### src/rtl/reg_scoreboard.sv
// reg_scoreboard: per-register in-flight write tracker with decode stall generation.
// Optional AR-register tracking is enabled by defining SCOREBOARD_AR_EN.
`ifndef HBIT_SRC_GP
`define HBIT_SRC_GP 3
`endif
`ifndef HBIT_TGT_GP
`define HBIT_TGT_GP 3
`endif
`ifndef HBIT_SRC_AR
`define HBIT_SRC_AR 1
`endif
`ifndef HBIT_TGT_AR
`define HBIT_TGT_AR 1
`endif

module reg_scoreboard_cell #(
   parameter int CNT_W = 2
) (
   input  logic             clk_i,
   input  logic             rst_i,
   input  logic             flush_i,
   input  logic             inc_i,
   input  logic             inc_late_i,
   input  logic             dec_i,
   input  logic             late_dec_i,
   output logic [CNT_W-1:0] cnt_o,
   output logic [CNT_W-1:0] late_o,
   output logic             err_o
);
   localparam logic [CNT_W-1:0] MAX = '1;

   logic [CNT_W-1:0] cnt_q, cnt_d, late_q, late_d;
   logic             cnt_err, late_err;

   // Same-cycle inc/dec cancel; an illegal step holds the counter and flags.
   always_comb begin
      cnt_d    = cnt_q;
      late_d   = late_q;
      cnt_err  = 1'b0;
      late_err = 1'b0;
      if (inc_i & ~dec_i) begin
         if (cnt_q == MAX) cnt_err = 1'b1;
         else              cnt_d   = cnt_q + CNT_W'(1);
      end else if (dec_i & ~inc_i) begin
         if (cnt_q == '0) cnt_err = 1'b1;
         else             cnt_d   = cnt_q - CNT_W'(1);
      end
      if (inc_late_i & ~late_dec_i) begin
         if (late_q == MAX) late_err = 1'b1;
         else               late_d   = late_q + CNT_W'(1);
      end else if (late_dec_i & ~inc_late_i) begin
         if (late_q == '0) late_err = 1'b1;
         else              late_d   = late_q - CNT_W'(1);
      end
   end

   always_ff @(posedge clk_i) begin
      if (rst_i | flush_i) begin
         cnt_q  <= '0;
         late_q <= '0;
      end else begin
         cnt_q  <= cnt_d;
         late_q <= late_d;
      end
   end

   assign cnt_o  = cnt_q;
   assign late_o = late_q;
   assign err_o  = ~flush_i & (cnt_err | late_err);
endmodule

module reg_scoreboard #(
   parameter int GP_REGS = 16,
   parameter int AR_REGS = 4,
   parameter int CNT_W   = 2
) (
   input  logic                  iw_clk,
   input  logic                  iw_rst,
   input  logic                  iw_dec_valid,
   input  logic [`HBIT_SRC_GP:0] iw_src_gp,
   input  logic [`HBIT_TGT_GP:0] iw_tgt_gp,
   input  logic                  iw_issue_valid,
   input  logic                  iw_issue_gp_we,
   input  logic                  iw_issue_late,
   input  logic                  iw_late_done_valid,
   input  logic [`HBIT_TGT_GP:0] iw_late_done_gp,
   input  logic                  iw_retire_valid,
   input  logic [`HBIT_TGT_GP:0] iw_retire_gp,
   input  logic                  iw_flush,
`ifdef SCOREBOARD_AR_EN
   input  logic [`HBIT_SRC_AR:0] iw_src_ar,
   input  logic [`HBIT_TGT_AR:0] iw_tgt_ar,
   input  logic                  iw_issue_ar_we,
   input  logic                  iw_issue_ar_late,
   input  logic                  iw_late_done_ar_valid,
   input  logic [`HBIT_TGT_AR:0] iw_late_done_ar,
   input  logic                  iw_retire_ar_valid,
   input  logic [`HBIT_TGT_AR:0] iw_retire_ar,
   output logic [AR_REGS-1:0]    or_pending_ar,
   output logic [AR_REGS-1:0]    or_late_ar,
`endif
   output logic                  or_stall,
   output logic [GP_REGS-1:0]    or_pending_gp,
   output logic [GP_REGS-1:0]    or_late_gp,
   output logic                  or_err
);
   localparam logic [CNT_W-1:0] CNT_MAX = '1;

   logic [GP_REGS-1:0][CNT_W-1:0] gp_cnt, gp_late;
   logic [GP_REGS-1:0]            gp_err;
   logic                          stall_gp, stall_ar, issue_acc, err_any;
   logic                          or_err_q, or_err_d;

   // The target is also read as an operand, so a late target stalls too.
   assign stall_gp = (gp_late[iw_src_gp] != '0) | (gp_late[iw_tgt_gp] != '0) |
                     (iw_issue_gp_we & (gp_cnt[iw_tgt_gp] == CNT_MAX));
   assign or_stall  = iw_dec_valid & (stall_gp | stall_ar);
   assign issue_acc = iw_issue_valid & ~or_stall;

   for (genvar g = 0; g < GP_REGS; g++) begin : g_gp
      reg_scoreboard_cell #(.CNT_W(CNT_W)) u_cell (
         .clk_i      (iw_clk),
         .rst_i      (iw_rst),
         .flush_i    (iw_flush),
         .inc_i      (issue_acc & iw_issue_gp_we & (iw_tgt_gp == (`HBIT_TGT_GP+1)'(g))),
         .inc_late_i (issue_acc & iw_issue_gp_we & iw_issue_late &
                      (iw_tgt_gp == (`HBIT_TGT_GP+1)'(g))),
         .dec_i      (iw_retire_valid & (iw_retire_gp == (`HBIT_TGT_GP+1)'(g))),
         .late_dec_i (iw_late_done_valid & (iw_late_done_gp == (`HBIT_TGT_GP+1)'(g))),
         .cnt_o      (gp_cnt[g]),
         .late_o     (gp_late[g]),
         .err_o      (gp_err[g])
      );
      assign or_pending_gp[g] = |gp_cnt[g];
      assign or_late_gp[g]    = |gp_late[g];
   end

`ifdef SCOREBOARD_AR_EN
   logic [AR_REGS-1:0][CNT_W-1:0] ar_cnt, ar_late;
   logic [AR_REGS-1:0]            ar_err;

   assign stall_ar = (ar_late[iw_src_ar] != '0) | (ar_late[iw_tgt_ar] != '0) |
                     (iw_issue_ar_we & (ar_cnt[iw_tgt_ar] == CNT_MAX));

   for (genvar a = 0; a < AR_REGS; a++) begin : g_ar
      reg_scoreboard_cell #(.CNT_W(CNT_W)) u_cell (
         .clk_i      (iw_clk),
         .rst_i      (iw_rst),
         .flush_i    (iw_flush),
         .inc_i      (issue_acc & iw_issue_ar_we & (iw_tgt_ar == (`HBIT_TGT_AR+1)'(a))),
         .inc_late_i (issue_acc & iw_issue_ar_we & iw_issue_ar_late &
                      (iw_tgt_ar == (`HBIT_TGT_AR+1)'(a))),
         .dec_i      (iw_retire_ar_valid & (iw_retire_ar == (`HBIT_TGT_AR+1)'(a))),
         .late_dec_i (iw_late_done_ar_valid & (iw_late_done_ar == (`HBIT_TGT_AR+1)'(a))),
         .cnt_o      (ar_cnt[a]),
         .late_o     (ar_late[a]),
         .err_o      (ar_err[a])
      );
      assign or_pending_ar[a] = |ar_cnt[a];
      assign or_late_ar[a]    = |ar_late[a];
   end

   assign err_any = (|gp_err) | (|ar_err);
`else
   assign stall_ar = 1'b0;
   assign err_any  = |gp_err;
`endif

   // An issue offered under stall is a protocol error unless flushed away.
   assign or_err_d = or_err_q | err_any | (~iw_flush & iw_issue_valid & or_stall);

   always_ff @(posedge iw_clk) begin
      if (iw_rst) or_err_q <= 1'b0;
      else        or_err_q <= or_err_d;
   end

   assign or_err = or_err_q;
endmodule

### config.mk
export PLATFORM = sky130hd
export DESIGN_NAME = reg_scoreboard
export DESIGN_NICKNAME = d
export VERILOG_FILES = /design/src/rtl/reg_scoreboard.sv
export SDC_FILE = /design/constraint.sdc
export NUM_CORES = 1
export LEC_CHECK = 0
export ABC_AREA = 1
export BUFFER_PORTS_ARGS = -buffer_cell sky130_fd_sc_hd__buf_2
export CORE_MARGIN = 4
export CORE_UTILIZATION = 50
export DETAILED_ROUTE_END_ITERATION = 10
export GPL_TIMING_DRIVEN = 1
export MAX_ROUTING_LAYER = met4
export PLACE_DENSITY = 0.78
export SETUP_SLACK_MARGIN = 0.5
export SYNTH_ARGS = -nofsm -noshare
export SYNTH_HDL_FRONTEND = slang
export SYNTH_HIERARCHICAL = 1
export SYNTH_SLANG_ARGS = --single-unit
### constraint.sdc
create_clock -name iw_clk -period 3.3 [get_ports iw_clk]
set_input_delay 0.165 -clock iw_clk [delete_from_list [all_inputs] [get_ports iw_clk]]
set_output_delay 0.165 -clock iw_clk [all_outputs]
set_load 0.05 [all_outputs]
==> reports/metrics.cfg <==
[finish]
area_delta_synth_final_pct = 22.6
finalNetCount = 1343
finish.utilization_pct = 62.5
drive_gt1_share_pct = 21.6
num_antenna_cells = 0
instances_no_fill = 1429

[place]
finalWeightedCongestion = 1.03
place_inst = 1400
dp_hpwl_um = 14300
io_buffer_count = 58

[synth]
syn_nets = 1234
ys_warn_count = 6
ys_ff_latch = 65
ys_seq_area_share_pct = 20.2
synth.distinct_cells = 27
avgSynthCellArea_um2 = 5.61
syn-cell-area_um2 = 6430
syn_inst = 1145

[drt]
top_layer_used = met4
dr_total_vias = 7196
dr_wl_met3_um = 1000
m1WireLength_um = 8210
remaining_drc_errors = 0
firstDrtPassIters = 5
wirelength_um = 18900
drt_iter0_markers = 582
ant_nets = 0
met2_length_um = 8830
post_drt_via_cell_ratio = 5.04
routedWlPerCell_um = 13.2

[critical_path]
cp.arrival_ns = 3.40
path_class = flip-flop to flip-flop
crit_required_ns = 3.51
r2r_setup_slack_ns = 0.11
r2r-start = g_gp[9].u_cell/late_o[1]$_SDFFE_PP0P_
cp-start-kind = flip-flop
r2r-end = or_err$_SDFF_PP0_
crit_path_max_fanout = 6
r2r_cells = 22
cp-end-kind = flip-flop

[die]
die_y_um = 121
die-area_um2 = 14700
die_w_um = 121
row_count = 41
coreArea_um2 = 12600
start_util_pct = 50.9
pin_count = 59

[clock_network]
path_clk_slew_ns = 0.05
cts-root-buf = clkbuf_16
cts_made_buffers = 9
cts_tree = done
clock_sinks = 65
clockBufferDepth = 2
insertion_delay_ns = 0.34
htree_levels = 3
postCtsHoldBufs = 0

[power]
p_leak_nw = 3.55
irDropWorstVdd_mv = 0.211
power_density_nw_per_um2 = 251

[min_path]
worst_hold_startpoint = iw_dec_valid
hp-class = primary input to flip-flop
hold_depth = 3
hold_end = or_err$_SDFF_PP0_

[timing]
skew_ns = 0.00467
min_period_over_period_pct = 96.7
fmax_mhz = 313
relSlewSlack_pct = 44.8
rsz0062_at_grt = true
hold_viol_final = 0
drv_slew = 0
tightest_slew_ns = 0.828
finalSetupViolCount = 0
fin_crit_ns = 3.19

[run_status]
status = finished clean

[run]
drv_cap = 0

[global_route]
grt_overflow_total = 0
grt_pass1_vias = 6353
grt_pass1_wl_um = 29900
grt_max_degree = 34
antenna_found_initial = 0
grtUsageTotal_pct = 26.5

## critical path, cell delays in order, from the launching register on
cell and delay [ns]:
dfxtp_4 0.34, or2_4 0.27, o21ai_2 0.13, nand2_1 0.06
nand3_1 0.06, nand3_1 0.07, nand2_1 0.09, nand3_2 0.11
nand2_4 0.14, buf_6 0.12, nand3_4 0.14, nor2_4 0.20
inv_1 0.06, ha_2 0.18, nand3_2 0.07, nand2_1 0.05
nor2_1 0.09, nor2_1 0.06, nor4_2 0.36, buf_4 0.17
nand4_1 0.08, nor2_1 0.11, a21oi_1 0.07
## what timing repair did
item / CTS / global route
pin swaps: 17 / 29
gates cloned: 1 / 0
setup endpoints to repair: 1 / 5
buffers inserted: 8 / 6
endpoints found under the hold margin: 0 / 0
gates resized for setup: 54 / 65
## cell type report
type	count	area (µm²)
fillers	1242	4740
multi-input cells	857	4530
flip-flops and latches	65	1350
inverters	217	815
repair buffers	104	703
clock buffers	14	264
well taps	172	215
## cells by family (layout without fill, tap and decap cells)
kind of cell	Yosys count	count (layout)	share of synthesized area (%)
buffers and inverters	224	335	13.7
AOI/OAI and AO/OA	111	111	8.72
adders and majority gates	64	64	12.5
DFF	65	65	20.2
and+or+nand+nor	681	682	44.8
## through the flow
stage	hold WS [ns]	instance area (µm²)	setup TNS, ns	setup WS, ns	power (mW)
floorplan	0.234	6450	0	0.557	0.969
global placement	0.513	7140	0	0.0502	1.06
detailed placement	0.511	7140	0	0.00444	1.07
CTS	0.200	7630	0	0.232	1.98
global route	0.212	7880	-0.0637	-0.0637	2.06
finish	0.215	7880	0	0.110	1.98
## Yosys cell counts, drive strengths merged
| cell | count | area share [%] |
|---|---|---|
| a21oi | 34 | 2.6 |
| buf | 7 | 1.1 |
| dfxtp | 65 | 20 |
| ha | 64 | 12 |
| inv | 217 | 13 |
| nand2 | 312 | 19 |
| nand3 | 57 | 4.7 |
| nand3b | 2 | 0.23 |
| nand4 | 1 | 0.097 |
| nor2 | 256 | 15 |
| nor3 | 32 | 3.7 |
| nor4 | 4 | 0.39 |
| o211ai | 2 | 0.23 |
| o21ai | 75 | 5.8 |
| or2 | 17 | 1.7 |
## how the worst max path moves through the flow
stage / from / to / slack, ns / cells past startpoint
2_1_floorplan: g_gp[13].u_cell/late_o[0]$_SDFFE_PP0P_ / or_err$_SDFF_PP0_ / 0.56 / 23
3_3_place_gp: iw_tgt_gp[1] / or_err$_SDFF_PP0_ / 0.05 / 24
3_5_place_dp: iw_tgt_gp[1] / or_err$_SDFF_PP0_ / 0.004 / 24
4_1_cts: g_gp[3].u_cell/late_o[0]$_SDFFE_PP0P_ / or_err$_SDFF_PP0_ / 0.23 / 26
5_1_grt: g_gp[9].u_cell/late_o[1]$_SDFFE_PP0P_ / or_err$_SDFF_PP0_ / -0.06 / 22
6_report: g_gp[9].u_cell/late_o[1]$_SDFFE_PP0P_ / or_err$_SDFF_PP0_ / 0.11 / 22
## power by group
part / leakage [nW] / internal [mW] / switching (mW)
Combinational: 2.88 / 0.0990 / 0.202
Clock: 0.129 / 0.541 / 0.346
Sequential: 0.543 / 0.786 / 0.00543
Total: 3.55 / 1.43 / 0.553
## flip-flops by register name, indices dropped and copies added (netlist names)
name and cells:
g_gp.u_cell/cnt_o 32, g_gp.u_cell/late_o 32, or_err 1
## cell usage in the layout (no fill, tap or decap), types with 14 or more instances in the layout
cell type	n
dfxtp_1	31
inv_1	207
nand2_1	296
a21oi_1	33
nor2_2	25
nor3_2	16
nand3_1	49
o21ai_0	50
or2_2	16
ha_1	52
nand2_2	14
o21ai_1	21
nor3_1	16
dfxtp_2	30
nor2_1	222
buf_4	35
buf_2	58
## per-layer routing
metal  track usage [%]  vias to the layer above
li1                  -                     3714
met1              32.2                     3186
met2              42.3                      230
met3              3.87                       66
met4              14.4                        0
met5                 -                        -
Note: power is estimated with default switching activity, not from simulation.
